[config.mk]
export PLATFORM = sky130hd
export DESIGN_NAME = i2c_slave_regfile_flat
export DESIGN_NICKNAME = d
export VERILOG_FILES = /design/src/rtl/i2c_pkg.sv /design/src/rtl/i2c_slave_regfile_if.sv /design/src/rtl/i2c_bus_sync.sv /design/src/rtl/i2c_slave_regfile.sv /design/src/flat_wrapper.sv
export SDC_FILE = /design/constraint.sdc
export NUM_CORES = 1
export LEC_CHECK = 0
export CAP_MARGIN = 20
export CELL_PAD_IN_SITES_DETAIL_PLACEMENT = 1
export CELL_PAD_IN_SITES_GLOBAL_PLACEMENT = 2
export CORE_ASPECT_RATIO = 0.75
export CORE_MARGIN = 2
export CORE_UTILIZATION = 40
export CTS_CLUSTER_DIAMETER = 150
export DETAILED_ROUTE_END_ITERATION = 6
export DONT_BUFFER_PORTS = 1
export PLACE_DENSITY = 0.84
export SKIP_CTS_REPAIR_TIMING = 1
export SYNTH_ARGS = -nofsm -noshare
export SYNTH_HDL_FRONTEND = slang
export SYNTH_SLANG_ARGS = --single-unit
[constraint.sdc]
create_clock -name i2c_core_clk_i -period 2.3 [get_ports i2c_core_clk_i]
set_input_delay 0.23 -clock i2c_core_clk_i [delete_from_list [all_inputs] [get_ports i2c_core_clk_i]]
set_output_delay 0.23 -clock i2c_core_clk_i [all_outputs]
set_load 0.03 [all_outputs]
[src/rtl/i2c_pkg.sv]
// Shared constants and FSM state type for the I2C slave register file.
package i2c_pkg;

    localparam int unsigned I2C_ADDR_W = 7;
    localparam int unsigned BYTE_W     = 8;

    localparam logic ACK  = 1'b0;
    localparam logic NACK = 1'b1;

    typedef enum logic [3:0] {
        IDLE,
        ADDR,
        ADDR_ACK,
        PTR,
        PTR_ACK,
        WDATA,
        WDATA_ACK,
        RDATA,
        RDATA_ACK,
        WAIT_STOP
    } i2c_state_e;

endpackage

[src/rtl/i2c_slave_regfile_if.sv]
// Split I2C pin bundle: pin levels in, open-drain SDA pull enable out.
interface i2c_slave_regfile_if;

    logic scl_i;
    logic sda_i;
    logic sda_oe_o;

    modport master (output scl_i, output sda_i, input sda_oe_o);
    modport slave  (input scl_i, input sda_i, output sda_oe_o);

endinterface

[src/rtl/i2c_bus_sync.sv]
// Synchronises SCL/SDA into the core clock and derives SCL edge and START/STOP strobes.
module i2c_bus_sync #(
    parameter int unsigned SYNC_STAGES = 2
) (
    input  logic clk,
    input  logic rst_n,
    input  logic scl_i,
    input  logic sda_i,
    output logic sda_s,
    output logic scl_rise,
    output logic scl_fall,
    output logic start_det,
    output logic stop_det
);

    logic [SYNC_STAGES-1:0] scl_ff;
    logic [SYNC_STAGES-1:0] sda_ff;
    logic                   scl_d;
    logic                   sda_d;
    logic                   scl_s;

    // Reset to the idle-bus level so reset release never looks like an edge.
    always_ff @(posedge clk or negedge rst_n) begin
        if (!rst_n) begin
            scl_ff <= '1;
            sda_ff <= '1;
            scl_d  <= 1'b1;
            sda_d  <= 1'b1;
        end else begin
            scl_ff <= {scl_ff[SYNC_STAGES-2:0], scl_i};
            sda_ff <= {sda_ff[SYNC_STAGES-2:0], sda_i};
            scl_d  <= scl_ff[SYNC_STAGES-1];
            sda_d  <= sda_ff[SYNC_STAGES-1];
        end
    end

    assign scl_s     = scl_ff[SYNC_STAGES-1];
    assign sda_s     = sda_ff[SYNC_STAGES-1];
    assign scl_rise  = scl_s & ~scl_d;
    assign scl_fall  = ~scl_s & scl_d;
    assign start_det = scl_s & scl_d & sda_d & ~sda_s;
    assign stop_det  = scl_s & scl_d & ~sda_d & sda_s;

endmodule

[src/rtl/i2c_slave_regfile.sv]
// I2C slave with a byte-wide register file, auto-incrementing pointer and local debug/notify ports.
module i2c_slave_regfile
    import i2c_pkg::*;
#(
    parameter logic [I2C_ADDR_W-1:0] SLAVE_ADDR  = 7'h50,
    parameter int unsigned           REG_DEPTH   = 16,
    parameter int unsigned           PTR_W       = $clog2(REG_DEPTH),
    parameter int unsigned           SYNC_STAGES = 2
) (
    input  logic                 i2c_core_clk_i,
    input  logic                 preset_n_i,
    i2c_slave_regfile_if.slave   bus,
    output logic                 start_o,
    output logic                 stop_o,
    output logic                 busy_o,
    output logic                 wr_strobe_o,
    output logic [PTR_W-1:0]     wr_addr_o,
    output logic [BYTE_W-1:0]    wr_data_o,
    input  logic [PTR_W-1:0]     dbg_addr_i,
    output logic [BYTE_W-1:0]    dbg_data_o
);

    localparam logic [PTR_W-1:0] PTR_LAST  = PTR_W'(REG_DEPTH - 1);
    localparam logic [BYTE_W:0]  DEPTH_EXT = (BYTE_W + 1)'(REG_DEPTH);

    i2c_state_e        state_q, state_n;
    logic [3:0]        cnt_q, cnt_n;
    logic [BYTE_W-1:0] shreg_q, shreg_n;
    logic [PTR_W-1:0]  ptr_q, ptr_n, ptr_inc;
    logic              oe_q, oe_n;
    logic              busy_q, busy_n;
    logic              reg_we;
    logic [BYTE_W-1:0] regs [REG_DEPTH];
    logic [BYTE_W-1:0] rd_byte;
    logic              sda_s, scl_rise, scl_fall, start_det, stop_det;
    logic              rx_state, byte_done;

    i2c_bus_sync #(
        .SYNC_STAGES (SYNC_STAGES)
    ) u_sync (
        .clk       (i2c_core_clk_i),
        .rst_n     (preset_n_i),
        .scl_i     (bus.scl_i),
        .sda_i     (bus.sda_i),
        .sda_s     (sda_s),
        .scl_rise  (scl_rise),
        .scl_fall  (scl_fall),
        .start_det (start_det),
        .stop_det  (stop_det)
    );

    assign ptr_inc   = (ptr_q == PTR_LAST) ? '0 : ptr_q + 1'b1;
    assign rd_byte   = regs[ptr_q];
    assign rx_state  = (state_q == ADDR) || (state_q == PTR) || (state_q == WDATA);
    assign byte_done = rx_state && scl_fall && (cnt_q == 4'd8);

    always_comb begin
        state_n = state_q;
        cnt_n   = cnt_q;
        shreg_n = shreg_q;
        ptr_n   = ptr_q;
        oe_n    = oe_q;
        busy_n  = busy_q;
        reg_we  = 1'b0;
        if (stop_det) begin
            state_n = IDLE;
            cnt_n   = '0;
            oe_n    = 1'b0;
            busy_n  = 1'b0;
        end else if (start_det) begin
            state_n = ADDR;
            cnt_n   = '0;
            oe_n    = 1'b0;
        end else begin
            if (rx_state && scl_rise && (cnt_q != 4'd8)) begin
                shreg_n = {shreg_q[BYTE_W-2:0], sda_s};
                cnt_n   = cnt_q + 4'd1;
            end
            case (state_q)
                ADDR: if (byte_done) begin
                    if (shreg_q[BYTE_W-1:1] == SLAVE_ADDR) begin
                        oe_n    = ~ACK;
                        busy_n  = 1'b1;
                        state_n = ADDR_ACK;
                    end else begin
                        busy_n  = 1'b0;
                        state_n = WAIT_STOP;
                    end
                end
                // The R/W bit is still in shreg_q[0] when the address ACK clock ends.
                ADDR_ACK: if (scl_fall) begin
                    cnt_n = '0;
                    if (shreg_q[0]) begin
                        shreg_n = rd_byte;
                        oe_n    = ~rd_byte[BYTE_W-1];
                        state_n = RDATA;
                    end else begin
                        oe_n    = 1'b0;
                        state_n = PTR;
                    end
                end
                PTR: if (byte_done) begin
                    if ({1'b0, shreg_q} < DEPTH_EXT) begin
                        ptr_n   = shreg_q[PTR_W-1:0];
                        oe_n    = ~ACK;
                        state_n = PTR_ACK;
                    end else begin
                        state_n = WAIT_STOP;
                    end
                end
                PTR_ACK, WDATA_ACK: if (scl_fall) begin
                    oe_n    = 1'b0;
                    cnt_n   = '0;
                    state_n = WDATA;
                end
                WDATA: if (byte_done) begin
                    reg_we  = 1'b1;
                    ptr_n   = ptr_inc;
                    oe_n    = ~ACK;
                    state_n = WDATA_ACK;
                end
                RDATA: if (scl_fall) begin
                    if (cnt_q == 4'd7) begin
                        oe_n    = 1'b0;
                        state_n = RDATA_ACK;
                    end else begin
                        shreg_n = {shreg_q[BYTE_W-2:0], 1'b0};
                        oe_n    = ~shreg_q[BYTE_W-2];
                        cnt_n   = cnt_q + 4'd1;
                    end
                end
                // cnt_q == 8 marks "master ACKed, next byte goes out on the coming fall".
                RDATA_ACK: begin
                    if (scl_rise) begin
                        ptr_n = ptr_inc;
                        if (sda_s == ACK) cnt_n = 4'd8;
                        else              state_n = WAIT_STOP;
                    end else if (scl_fall && (cnt_q == 4'd8)) begin
                        shreg_n = rd_byte;
                        oe_n    = ~rd_byte[BYTE_W-1];
                        cnt_n   = '0;
                        state_n = RDATA;
                    end
                end
                default: ;
            endcase
        end
    end

    always_ff @(posedge i2c_core_clk_i or negedge preset_n_i) begin
        if (!preset_n_i) begin
            state_q     <= IDLE;
            cnt_q       <= '0;
            shreg_q     <= '0;
            ptr_q       <= '0;
            oe_q        <= 1'b0;
            busy_q      <= 1'b0;
            start_o     <= 1'b0;
            stop_o      <= 1'b0;
            wr_strobe_o <= 1'b0;
            wr_addr_o   <= '0;
            wr_data_o   <= '0;
        end else begin
            state_q     <= state_n;
            cnt_q       <= cnt_n;
            shreg_q     <= shreg_n;
            ptr_q       <= ptr_n;
            oe_q        <= oe_n;
            busy_q      <= busy_n;
            start_o     <= start_det;
            stop_o      <= stop_det;
            wr_strobe_o <= reg_we;
            if (reg_we) begin
                wr_addr_o <= ptr_q;
                wr_data_o <= shreg_q;
            end
        end
    end

    always_ff @(posedge i2c_core_clk_i or negedge preset_n_i) begin
        if (!preset_n_i) begin
            for (int unsigned i = 0; i < REG_DEPTH; i++) regs[i] <= '0;
        end else if (reg_we) begin
            regs[ptr_q] <= shreg_q;
        end
    end

    generate
        if (REG_DEPTH == (2 ** PTR_W)) begin : g_dbg_full
            assign dbg_data_o = regs[dbg_addr_i];
        end else begin : g_dbg_partial
            always_comb begin
                dbg_data_o = '0;
                if (dbg_addr_i <= PTR_LAST) dbg_data_o = regs[dbg_addr_i];
            end
        end
    endgenerate

    assign busy_o       = busy_q;
    assign bus.sda_oe_o = oe_q;

endmodule
[src/flat_wrapper.sv]
// flat-port wrapper written by rule: the top's interface ports become plain ports
module i2c_slave_regfile_flat import i2c_pkg::*;
#(
    parameter logic [I2C_ADDR_W-1:0] SLAVE_ADDR  = 7'h50,
    parameter int unsigned           REG_DEPTH   = 16,
    parameter int unsigned           PTR_W       = $clog2(REG_DEPTH),
    parameter int unsigned           SYNC_STAGES = 2
)
  (i2c_core_clk_i, preset_n_i, start_o, stop_o, busy_o, wr_strobe_o, wr_addr_o, wr_data_o, dbg_addr_i, dbg_data_o, bus_scl_i, bus_sda_i, bus_sda_oe_o);
  i2c_slave_regfile_if bus_i ();
  input  logic i2c_core_clk_i;
  input  logic preset_n_i;
  output logic start_o;
  output logic stop_o;
  output logic busy_o;
  output logic wr_strobe_o;
  output logic [PTR_W-1:0] wr_addr_o;
  output logic [BYTE_W-1:0] wr_data_o;
  input  logic [PTR_W-1:0] dbg_addr_i;
  output logic [BYTE_W-1:0] dbg_data_o;
  input wire logic [$bits(bus_i.scl_i)-1:0] bus_scl_i;
  input wire logic [$bits(bus_i.sda_i)-1:0] bus_sda_i;
  output wire logic [$bits(bus_i.sda_oe_o)-1:0] bus_sda_oe_o;
  assign bus_i.scl_i = bus_scl_i;
  assign bus_i.sda_i = bus_sda_i;
  assign bus_sda_oe_o = bus_i.sda_oe_o;
  i2c_slave_regfile #(.SLAVE_ADDR(SLAVE_ADDR), .REG_DEPTH(REG_DEPTH), .PTR_W(PTR_W), .SYNC_STAGES(SYNC_STAGES)) u_core (.i2c_core_clk_i(i2c_core_clk_i), .preset_n_i(preset_n_i), .bus(bus_i), .start_o(start_o), .stop_o(stop_o), .busy_o(busy_o), .wr_strobe_o(wr_strobe_o), .wr_addr_o(wr_addr_o), .wr_data_o(wr_data_o), .dbg_addr_i(dbg_addr_i), .dbg_data_o(dbg_data_o));
endmodule
==> results.md, run 1 <==
- Run status: finished, violations left
- Violations in the final reports: negative hold slack
- Initial DRT Pass Iterations: 5
- Pins over their slew limit: 0
- Global-route wire length before repair: roughly 42000 um
- Combinational family with the most area after synthesis: multiplexers
- Type of the setup path with the least slack: reg2reg
- Worst relative slew slack: 0.516
- Library cell with the highest instance count after synthesis: dfrtp_1
- Ratio of total power to cell area: around 660 nW/um2
- Cell type with the highest occurrence count on the critical path: mux4_2
- Final hold viol count: 171
- Cells along the critical path: buf_12, mux4_2, mux4_2, nor2b_1, a221o_1
- Largest vdd supply drop: 0.448 mV
- Remaining antenna violation count after routing: 0
- Synth cell types: 66
- Xor/xnor share of the synthesized area: 0.00190
- Initial antenna violation count: 0
- Final worst-path setup slack: 14.3 ps
- Main synth FF type: dfrtp_1
- Most numerous cell types in the synthesized netlist: dfrtp_1 (165), mux2_2 (76), mux4_2 (73), mux2_1 (64), clkbuf_1 (37)
- Count of state elements after synthesis: ~170
- Vias/cell: 6.23
- Share of the clock period used by the worst path: 0.994
- Cell count of the worst reg-to-reg path: 5
- Nets in the synthesized netlist: between 600 and 700
- Avg Inst Size Synth: between 10 and 15 um2
- Startpoint of the worst register-to-register path: u_core.ptr_q[0]
- Clock network latency to the later pin of the worst-skew pair: ~440 ps
- Die outline width: approximately 180 um
- Share of total power in sequential cells: 0.457
- Pre-CTS WS: 33.1 ps
- Logic pwr share: 0.133
- Share of synthesized area spent on multiplexers: 0.372
- Crit-path leading delay family: multiplexers
- Portion of the post-synthesis area used by sequential elements: 0.465
- Number of buffers and inverters on the critical path: 1
- Post-DP HPWL: approximately 18000 um
- Post-synth EDFFs: 0
- Clk root buf: clkbuf_16
- Worst hold path class: in2async
- Fraction of the core area covered by cells at the end of the flow: 0.460
- Clock tree from TritonCTS: yes
- Diode insertion count for antenna repair: 0
- Setup crit start kind: flip-flop
- Maximum number of pins on one net before global-route repair: roughly 170
- Clock Sinks: around 170
- Effective utilization at floorplan: 0.404
- Area fraction of the dominant cell type after synthesis: 0.448
- Largest area contributor in the netlist: dfrtp_1
- Clock H-tree levels: 4
- Cell-internal power: approximately 5.0 mW
- Total GRT Usage: 0.236
- RSZ-0062 raised after global routing: yes
- Synth async-reset ratio: 1.00
- Data arrival at the endpoint of the critical path: approximately 2600 ps
- Total of endpoints with negative setup slack in the final report: 0
- Required time of the critical path: around 2600 ps
- TritonCTS Buffers: 17
- Global route overflow: 0
- Fraction of layout cells with a size suffix above 1: 0.384
- Measured slew at the worst slew-check pin: 727 ps
- Nets@finish: approximately 670
- Synth warn: 0
- Synthesized-area fraction occupied by ao, oa, aoi and oai cells: 0.0520
- Count of max-cap constraint violations: 0
- Adder and majority cell fraction of the synthesized area: 0.00815
- Core outline area: roughly 23000 um2
- Buffer levels on the longest clock path: 2
- Leakage: about 4.7 nW
- Vias in the first global route: between 6k and 7k
- Switching Fraction: 0.276
- Slowest library cell on the worst path: mux4_2
- Layout area overhead: 13.9%
- Kind of capture point of the worst setup path: flip-flop
- Clk pwr share: 0.411
- Post-route setup TNS: 0 ps
- Reported net switching power: slightly below 2 mW
- Drt total wl: roughly 27000 um
- Routed wire length per instance: 27.9 um
- Fin crit period: 2290 ps
- Largest stage delay, worst path: 560 ps
- Syn Inst Count: about 640
- Routability Congestion: approximately 0.88
- Number of placement rows: 48
- Clock transition at the registers of the reported paths: about 60 ps
- DRC violation count after routing: 0
- Worst r2r dst: u_core.shreg_q[2]
- Clock skew after layout: around 16 ps
- # port buffers: 0
- Flop2flop setup slack: between 10 and 15 ps
- Combined area of all synthesized cells: between 9000 and 10000 um2
- Power after layout: 6.97 mW
- Starting DRC count in detailed routing: approximately 550
- Chip height: 135 um
- Worst slack on hold paths: -501 ps
- Max Clk Rate: approximately 0.44 GHz
- Post-synthesis simple-gate area fraction: 0.0714
- Io pins: 33
- Most area-consuming cells after synthesis: dfrtp_1 (45%), mux4_2 (18%), mux2_2 (9.3%)
- DIE AREA: approximately 24000 um2
- Critical path fanouts, max: 12
- Overall via count from detail_route: ~6.0k
cells in the final DEF (no fill, tap or decap), drive strengths merged, types with 4 or more instances in the layout:
cell,netlist,final
mux4,79,79
mux2,140,140
nor3,6,6
nor2,20,20
buf,16,52
clkinv,0,5
nand3,24,24
nand4,5,5
nor2b,13,13
nand2b,7,7
ha,6,6
nand2,10,10
o221ai,4,4
dfrtp,165,165
a21oi,15,15
o21ai,10,10
inv,8,9
mux2i,5,5
a221o,8,8
clkbuf,37,23
dfstp,6,6
nand3b,4,4
cell type report:
| cell class | instances | area (um2) |
|---|---|---|
| Fill cell | 2253 | 12300 |
| Multi-Input combinational cell | 404 | 4680 |
| Sequential cell | 171 | 4290 |
| Timing Repair Buffer | 55 | 548 |
| Clock buffer | 22 | 454 |
| Tap cell | 300 | 375 |
| Clock inverter | 10 | 116 |
| Inverter | 8 | 30.0 |
state kept, by name (all words and copies together), names as in the netlist:
| name | flops |
|---|---|
| u_core.stop_o | 1 |
| u_core.wr_strobe_o | 1 |
| u_core.u_sync.scl_d | 1 |
| u_core.start_o | 1 |
| u_core.wr_addr_o | 4 |
| u_core.busy_o | 1 |
| u_core.ptr_q | 4 |
| u_core.u_sync.sda_d | 1 |
| u_core.wr_data_o | 8 |
| u_core.bus.sda_oe_o | 1 |
| u_core.u_sync.scl_ff | 2 |
| u_core.regs | 128 |
| u_core.cnt_q | 4 |
| u_core.state_q | 4 |
| u_core.u_sync.sda_ff | 2 |
| u_core.shreg_q | 8 |
worst max-delay path by stage:
stage               startpoint                end  slack [ps]  cells past startpoint
2_1_floorplan  u_core.ptr_q[1]  u_core.shreg_q[0]          10                      6
3_3_place_gp   u_core.ptr_q[0]  u_core.shreg_q[0]          70                      5
3_5_place_dp   u_core.ptr_q[0]  u_core.shreg_q[0]          30                      5
4_1_cts        u_core.ptr_q[0]  u_core.shreg_q[0]           3                      5
5_1_grt        u_core.ptr_q[0]  u_core.shreg_q[2]         -30                      5
6_report       u_core.ptr_q[0]  u_core.shreg_q[2]          10                      5
logic make-up (layout without fill, tap and decap cells):
group           count (synthesis)  after routing
flops                         171            171
compound gates                 65             65
buf+inv                        61             95
mux                           224            224
xor+xnor                        2              2
fa+ha+maj                       6              6
simple gates                  107            107
metrics by stage:
stage                     cell area [um2]  cells
final                               10500    970
after global routing                10500    970
after CTS                           10400    965
after detailed placement             9840    933
after global placement               9840    933
after floorplan                      9210    636
power groups by stage:
stage | registers, mW | logic, mW | clock network (mW)
detailed placement | 3.23 | 0.902 | 0
finish | 3.18 | 0.926 | 2.86
global placement | 3.23 | 0.857 | 0
global route | 3.19 | 0.992 | 3.04
CTS | 3.18 | 0.914 | 2.90
floorplan | 3.21 | 0.573 | 0
per-layer routing:
metal | up-vias | part of all wire | wire length, um | track usage
met5 | - | 0 | 0 | 0
met4 | 0 | 0.017 | 473 | 0.0587
met3 | 29 | 0.061 | 1650 | 0.0687
met2 | 171 | 0.46 | 12400 | 0.358
met1 | 3331 | 0.46 | 12500 | 0.336
li1 | 2508 | - | - | -
(Power assumes the default switching activity.)
==> run 2: changes to the inputs <==
Clock period 2.3 ns to 2.1 ns, I/O delays scaled along.
==> results.md, run 2 (synthesis gave the netlist of run 1 again) <==
- Run status: finished, violations left
- Violations in the final reports: negative hold slack, negative setup slack
- Fin crit period: around 2200 ps
- Setup crit start kind: flip-flop
- Diode insertion count for antenna repair: 0
- Share of total power in sequential cells: 0.454
- TritonCTS Buffers: 17
- Pre-CTS WS: -137 ps
- Top Registers: u_core.regs x128, u_core.shreg_q x8, u_core.wr_data_o x8
- Io pins: 33
- Nets@finish: between 700 and 800
- Vias in the first global route: approximately 6.6k
- Placement Cell Area: roughly 10000 um2
- Core outline area: between 20000 and 25000 um2
- Final hold viol count: ~170
- Clock Sinks: around 170
- DRC violation count after routing: 0
- Leakage: 5.19 nW
- Initial DRT Pass Iterations: 5
- Type of the setup path with the least slack: reg2reg
- Measured slew at the worst slew-check pin: around 840 ps
- Clock skew after layout: about 13 ps
- Count of max-cap constraint violations: 0
- Logic pwr share: 0.147
- Data arrival at the endpoint of the critical path: roughly 2600 ps
- Critical path fanouts, max: 6
- DIE AREA: 24300 um2
- Global-route met2 utilization: 0.355
- Share of the clock period used by the worst path: 1.07
- Reported net switching power: roughly 2.3 mW
- Clock H-tree levels: 4
- Slowest library cell on the worst path: mux4_2
- Most flops, register: u_core.regs
- Fill cell total of the finished layout: 2243
- Clock transition at the registers of the reported paths: approximately 70 ps
- Required time of the critical path: around 2400 ps
- Number of instances in the placed design: a little under 1k
- Worst relative slew slack: 0.437
- Routability Congestion: roughly 0.91
- Global route hottest layer: met2
- RSZ-0062 raised after global routing: yes
- Routed wire length per instance: 27.7 um
- Final worst-path setup slack: -140 ps
- Area of all placed cells without fillers: 11400 um2
- Met3 GRT Util: 0.0707
- Cells along the critical path: buf_12, buf_12, mux4_2, mux4_2, nor2b_4, a221o_1
- Effective utilization at floorplan: 0.404
- Commonest cells after routing, fill and taps aside: dfrtp_1 (164), mux4_2 (78), mux2_2 (76)
- Maximum number of pins on one net before global-route repair: between 150 and 200
- Cell-internal power: ~5.4 mW
- # port buffers: 0
- Max Clk Rate: around 0.45 GHz
- Kind of capture point of the worst setup path: flip-flop
- Largest vdd supply drop: 0.548 mV
- Worst slack on hold paths: -535 ps
- Clock network latency to the later pin of the worst-skew pair: around 450 ps
- Remaining antenna violation count after routing: 0
- Clk pwr share: 0.399
- Met1 track demand over resource: 0.322
- Most common cell after layout, fill and taps aside: dfrtp_1
- Startpoint of the worst register-to-register path: u_core.ptr_q[0]
- Largest stage delay, worst path: about 520 ps
- Total of endpoints with negative setup slack in the final report: 35
- Layout area overhead: 23.9%
- Post-DP HPWL: 17800 um
- Ratio of total power to cell area: a little under 700 nW/um2
- Chip height: roughly 140 um
- Worst hold path class: in2async
- Post-route setup TNS: -2190 ps
- Total GRT Usage: 0.234
- Drt total wl: between 20000 and 30000 um
- Clk root buf: clkbuf_16
- Clock tree from TritonCTS: yes
- Fraction of layout cells with a size suffix above 1: 0.544
- Die outline width: roughly 180 um
- Buffer levels on the longest clock path: 2
- Vias/cell: 6.21
- Initial antenna violation count: 0
- Number of placement rows: 48
- Pins over their slew limit: 0
- Global route overflow: 0
- Largest register FFs: between 100 and 150
- Starting DRC count in detailed routing: 554
- Non-filler cells, final: slightly above 1k
- Critical Path Source: u_core.ptr_q[0]
- Global-route wire length before repair: between 40000 and 50000 um
- Overall via count from detail_route: about 6.3k
- Switching Fraction: 0.301
-- run 2: changes by cell type in the layout (fill, tap and decap cells not counted), moves of 8 or more --
cell	change
buf_4	+17
buf_6	+29
inv_6	+8
mux2_1	-63
mux2_4	+63
nand3_4	+12
-- run 2: power groups by stage --
stage	sequential (mW)	clock, mW	combinational (mW)
2_1_floorplan	3.52	0	0.630
5_1_grt	3.49	3.25	1.20
3_3_place_gp	3.54	0	0.941
6_report	3.48	3.06	1.13
4_1_cts	3.48	3.11	1.01
3_5_place_dp	3.54	0	1.00
-- run 2: final cells by class --
type                       count  area [um2]  area share
sequential                   171        4290       0.376
tap                          300         375      0.0329
timing repair buffer         106        1090      0.0957
multi-input combinational    404        5070       0.444
clock buffer                  17         425      0.0373
inverter                       8        30.0     0.00263
clock inverter                15         128      0.0112
-- run 2: routing by layer --
metal	vias up	routed length, um
li1	2625	-
met1	3454	12400
met2	227	13600
met3	32	1820
met4	0	472
met5	-	0
-- run 2: path summary, 6_finish.rpt --
path	to	slack, ps	depth (start not counted)
setup / recovery	u_core.shreg_q[5]	-140	6
hold / removal	u_core.stop_o	-530	0
setup reg to reg	u_core.shreg_q[5]	-140	6
hold reg to reg	u_core.u_sync.scl_ff[1]	360	0
max in group asynchronous	u_core.regs[7]	2180	0
min in group i2c_core_clk_i	u_core.u_sync.sda_ff[0]	320	1
-- run 2: metrics by stage --
step	utilization	total power, mW
floorplan	-	4.15
global placement	0.440	4.48
detailed placement	0.440	4.54
CTS	0.464	7.60
global route	0.500	7.95
finish	0.500	7.67
-- run 2: critical path: cells and delay by family, from the launching register on --
family          cells  cell delay [ps]
compound gates      1              280
simple gates        1              150
buf+inv             2              280
flops               1              380
mux                 2             1030
==> edit 1: new RTL, flow settings as in run 1 <==
Change the package constant `BYTE_W` from 8 to 10.
--- a/src/rtl/i2c_pkg.sv
+++ b/src/rtl/i2c_pkg.sv
@@ -2,7 +2,7 @@
 package i2c_pkg;
 
     localparam int unsigned I2C_ADDR_W = 7;
-    localparam int unsigned BYTE_W     = 8;
+    localparam int unsigned BYTE_W     = 10;
 
     localparam logic ACK  = 1'b0;
     localparam logic NACK = 1'b1;
Ports: changed (resized dbg_data_o and wr_data_o); port bits go from 33 to 37. No check against the original RTL was run, so the function may have changed too.
==> edit 1 against run 1 <==
The run ends with negative hold slack, negative setup slack left. Design area up 22%. Routed wire length up 21%. Sequential share of layout area down 0.23 points. Clock skew down 1.4 ps. Sequential cell count up 36. Synthesized area up 20%. Global-route usage down 0.30 points. Setup slack worse by 29 ps. Hold slack worse by 89 ps. Die area up 19%. Highest routed layer unchanged.
Power is not compared: it rests on default switching activity, and its combinational part moved more than twofold at a synthesized area within 25%.
==> edit 1: results (changes against run 1) <==
mux cell area share after synthesis=37.5% (was 37.2%); cell count after synthesis=751 (was 636); vias in the first global route=7881 (was 6487); Non-clock buffer share=5.71% (was 5.22%); GP Congestion=0.865 (was 0.876); r2r endpoint=u_core.regs[112]$_DFFE_PN0P_ (was u_core.shreg_q[2]$_DFFE_PN0P_); layout cell share with drive strength beyond 1=52.4% (was 38.4%); synth unique cells=70 (was 66); CP startpoint=u_core.regs[88]$_DFFE_PN0P_ (was u_core.ptr_q[0]$_DFFE_PN0P_); Multi-In Gates=471 (was 404); H-tree levels=1 (was 4); Setup violations, final=1 (was 0); synth cell count leaders=dfrtp_1, mux2_2, mux4_2 (unchanged); Regs by FF count=u_core.regs x160, u_core.shreg_q x10, u_core.wr_data_o x10 (was u_core.regs x128, u_core.shreg_q x8, u_core.wr_data_o x8); Tot GR Track Use=23.3% (was 23.6%); multi-input combinational area share=43.6% (was 44.6%); Synth Area in Adders=0.681% (was 0.815%); ClkCell Share=6.43% (was 5.44%); Final Skew=15.0 ps (was 16.4 ps); worst r2r path cells=9 (was 5); Hold WS=-589 ps (was -501 ps); post-synthesis compound-gate area fraction=5.77% (was 5.20%); buffer levels on the longest clock path=3 (was 2); WL final=32600 um (was 27000 um); TNS Setup=-15.0 ps (was 0 ps); pin count of the biggest net entering global routing=208 (was 172); first-pass GRT wire length=50500 um (was 41700 um); sequential area share after synthesis=47.1% (was 46.5%); failing checks=negative hold slack, negative setup slack (was negative hold slack); final hold violations=207 (was 171); placed cell count=1099 (was 933); Non-clk bufs=81 (was 55); worst-path fanout max=3 (was 12); latest clock arrival within the worst-skew pair=530 ps (was 440 ps); met1 WL=14300 um (was 12500 um); via/cell ratio=6.23 (about the same); RR Startpoint=u_core.cnt_q[0]$_DFF_PN0_ (was u_core.ptr_q[0]$_DFFE_PN0P_); main area contributors after synthesis=dfrtp_1, mux4_2, mux2_2 (unchanged); final worst slack=-15.0 ps (was 14.3 ps); clock sink count=207 (was 171); invs w/o clock=6 (was 8); end of the critical path=dbg_data_o[8] (was u_core.shreg_q[2]$_DFFE_PN0P_); status=finished with violations (unchanged); WL per Instance=28.3 um (was 27.9 um)
[edit 1: cell count changes after synthesis, moves of 5 or more]
| cell | before | now |
|---|---|---|
| mux4_2 | 73 | 90 |
| mux2_1 | 64 | 6 |
| a21oi_1 | 15 | 21 |
| mux4_1 | 6 | 0 |
| nand3_1 | 16 | 1 |
| nor2b_1 | 13 | 8 |
| mux2_2 | 76 | 173 |
| dfrtp_1 | 165 | 201 |
| buf_2 | 9 | 17 |
| nand3_4 | 0 | 5 |
| a22oi_1 | 1 | 21 |
[edit 1: worst max-delay path, cell delays in order, from the launching register on]
cell     delay, ps
dfrtp_1        410
mux4_2         550
mux4_2         610
[edit 1: stage by stage]
stage / worst slack (ps) / hold slack [ps] / area [sq um]
after global placement: 49.6 / -50.7 / 11700
after global routing: -48.9 / -611 / 12800
after CTS: -56.9 / -612 / 12600
final: -15.0 / -589 / 12800
after floorplan: 90.2 / -65.6 / 11000
after detailed placement: -29.5 / -52.0 / 11700
==> edit 2: new RTL, flow settings as in run 1 <==
Without the edit above. One comparison of `cnt_q` changes from == to >=.
--- a/src/rtl/i2c_slave_regfile.sv
+++ b/src/rtl/i2c_slave_regfile.sv
@@ -52,7 +52,7 @@
     assign ptr_inc   = (ptr_q == PTR_LAST) ? '0 : ptr_q + 1'b1;
     assign rd_byte   = regs[ptr_q];
     assign rx_state  = (state_q == ADDR) || (state_q == PTR) || (state_q == WDATA);
-    assign byte_done = rx_state && scl_fall && (cnt_q == 4'd8);
+    assign byte_done = rx_state && scl_fall && (cnt_q >= 4'd8);
 
     always_comb begin
         state_n = state_q;
Check against the original RTL: same outputs for any inputs over 10 cycles, from zero or initial values and one cycle with preset_n_i low; that may be too few to reach the edited logic, so the function may still have changed.
==> edit 2 against run 1 <==
The flow still finishes with violations (negative hold slack). Sequential cell count unchanged. Global-route usage decreased by 1.4 points. Sequential share of layout area increased by 0.078 points. Fmax increased by 1.9%. Synthesized area increased by 0.96%. Design area decreased by 0.19%. Setup slack improved by 43 ps. Register-to-register slack improved by 130 ps. Routed wire length decreased by 4.4%. Critical path type is now register to output pin. Highest routed layer unchanged.
Power is not compared: it rests on default switching activity, and its combinational part moved more than twofold at a synthesized area within 25%.
==> edit 2: results (changes against run 1) <==
dpl cell area=0.00984 sq mm (about the same); worst-path fanout max=3 (was 12); status=finished with violations (unchanged); first-pass GRT wire length=41000 um (was 41700 um); end of the critical path=dbg_data_o[0] (was u_core.shreg_q[2]$_DFFE_PN0P_); failing checks=negative hold slack (unchanged); Final Skew=10.8 ps (was 16.4 ps); final hold violations=171 (unchanged); synth unique cells=65 (was 66); Worst path max stage delay=620 ps (was 560 ps); RR Startpoint=u_core.state_q[3]$_DFFE_PN0P_ (was u_core.ptr_q[0]$_DFFE_PN0P_); Setup WS pre-CTS=101 ps (was 33.1 ps); Tot GR Track Use=22.2% (was 23.6%); r2r endpoint=u_core.shreg_q[5]$_DFFE_PN0P_ (was u_core.shreg_q[2]$_DFFE_PN0P_); Routed met3 length=1560 um (was 1650 um); met2 WL=12100 um (was 12400 um); final cycle utilization of the critical path=97.5% (was 99.4%); # fillers=2252 (was 2253); CP startpoint=u_core.regs[96]$_DFFE_PN0P_ (was u_core.ptr_q[0]$_DFFE_PN0P_); vias in the first global route=6511 (was 6487); placed cell count=936 (was 933); via/cell ratio=6.24 (was 6.23); WL per Instance=26.7 um (was 27.9 um); relative slew slack=56.7% (was 51.6%); cell count after synthesis=659 (was 636); Hold WS=-515 ps (was -501 ps); sequential area share after synthesis=46.1% (was 46.5%)
## edit 2: cells by family after synthesis
logic type	share of synthesized area (%)
compound gates	6.38
xor+xnor	0.188
fa+ha+maj	0.807
buf+inv	3.70
flops	46.1
mux	36.8
simple gates	6.00
## edit 2: worst min-delay path by stage
stage | depth (start not counted) | from | endpoint | slack, ps
floorplan | 0 | preset_n_i | u_core.bus.sda_oe_o$_DFFE_PN0P_ | -70
global route | 0 | preset_n_i | u_core.regs[45]$_DFFE_PN0P_ | -530
finish | 0 | preset_n_i | u_core.regs[45]$_DFFE_PN0P_ | -520
CTS | 0 | preset_n_i | u_core.regs[45]$_DFFE_PN0P_ | -530
detailed placement | 0 | preset_n_i | u_core.regs[45]$_DFFE_PN0P_ | -60
global placement | 0 | preset_n_i | u_core.regs[45]$_DFFE_PN0P_ | -60
## edit 2: critical path: cells and delay by family (launching register included)
family / cells / cell delay (ps)
multiplexers: 2 / 1160
flip-flops: 1 / 410
## edit 2: layout make-up
cell class	count	area [sq um]	area share [%]
Inverter	8	30.0	0.287
Multi-Input combinational cell	413	4680	44.7
Tap cell	300	375	3.59
Timing Repair Buffer	46	500	4.78
Sequential cell	171	4290	41.0
Clock buffer	18	439	4.19
Clock inverter	13	154	1.47
## edit 2: report_power, final
part           switching [mW]  total [mW]  internal (mW)
registers               0.178        3.29           3.12
logic                    1.16        1.99          0.827
clock network            1.32        2.97           1.66
## edit 2: layer usage
| layer | track usage [%] | vias up |
|---|---|---|
| met4 | 6.00 | 0 |
| met1 | 30.3 | 3311 |
| met2 | 35.0 | 151 |
| li1 | - | 2543 |
| met3 | 6.70 | 38 |
| met5 | 0 | - |
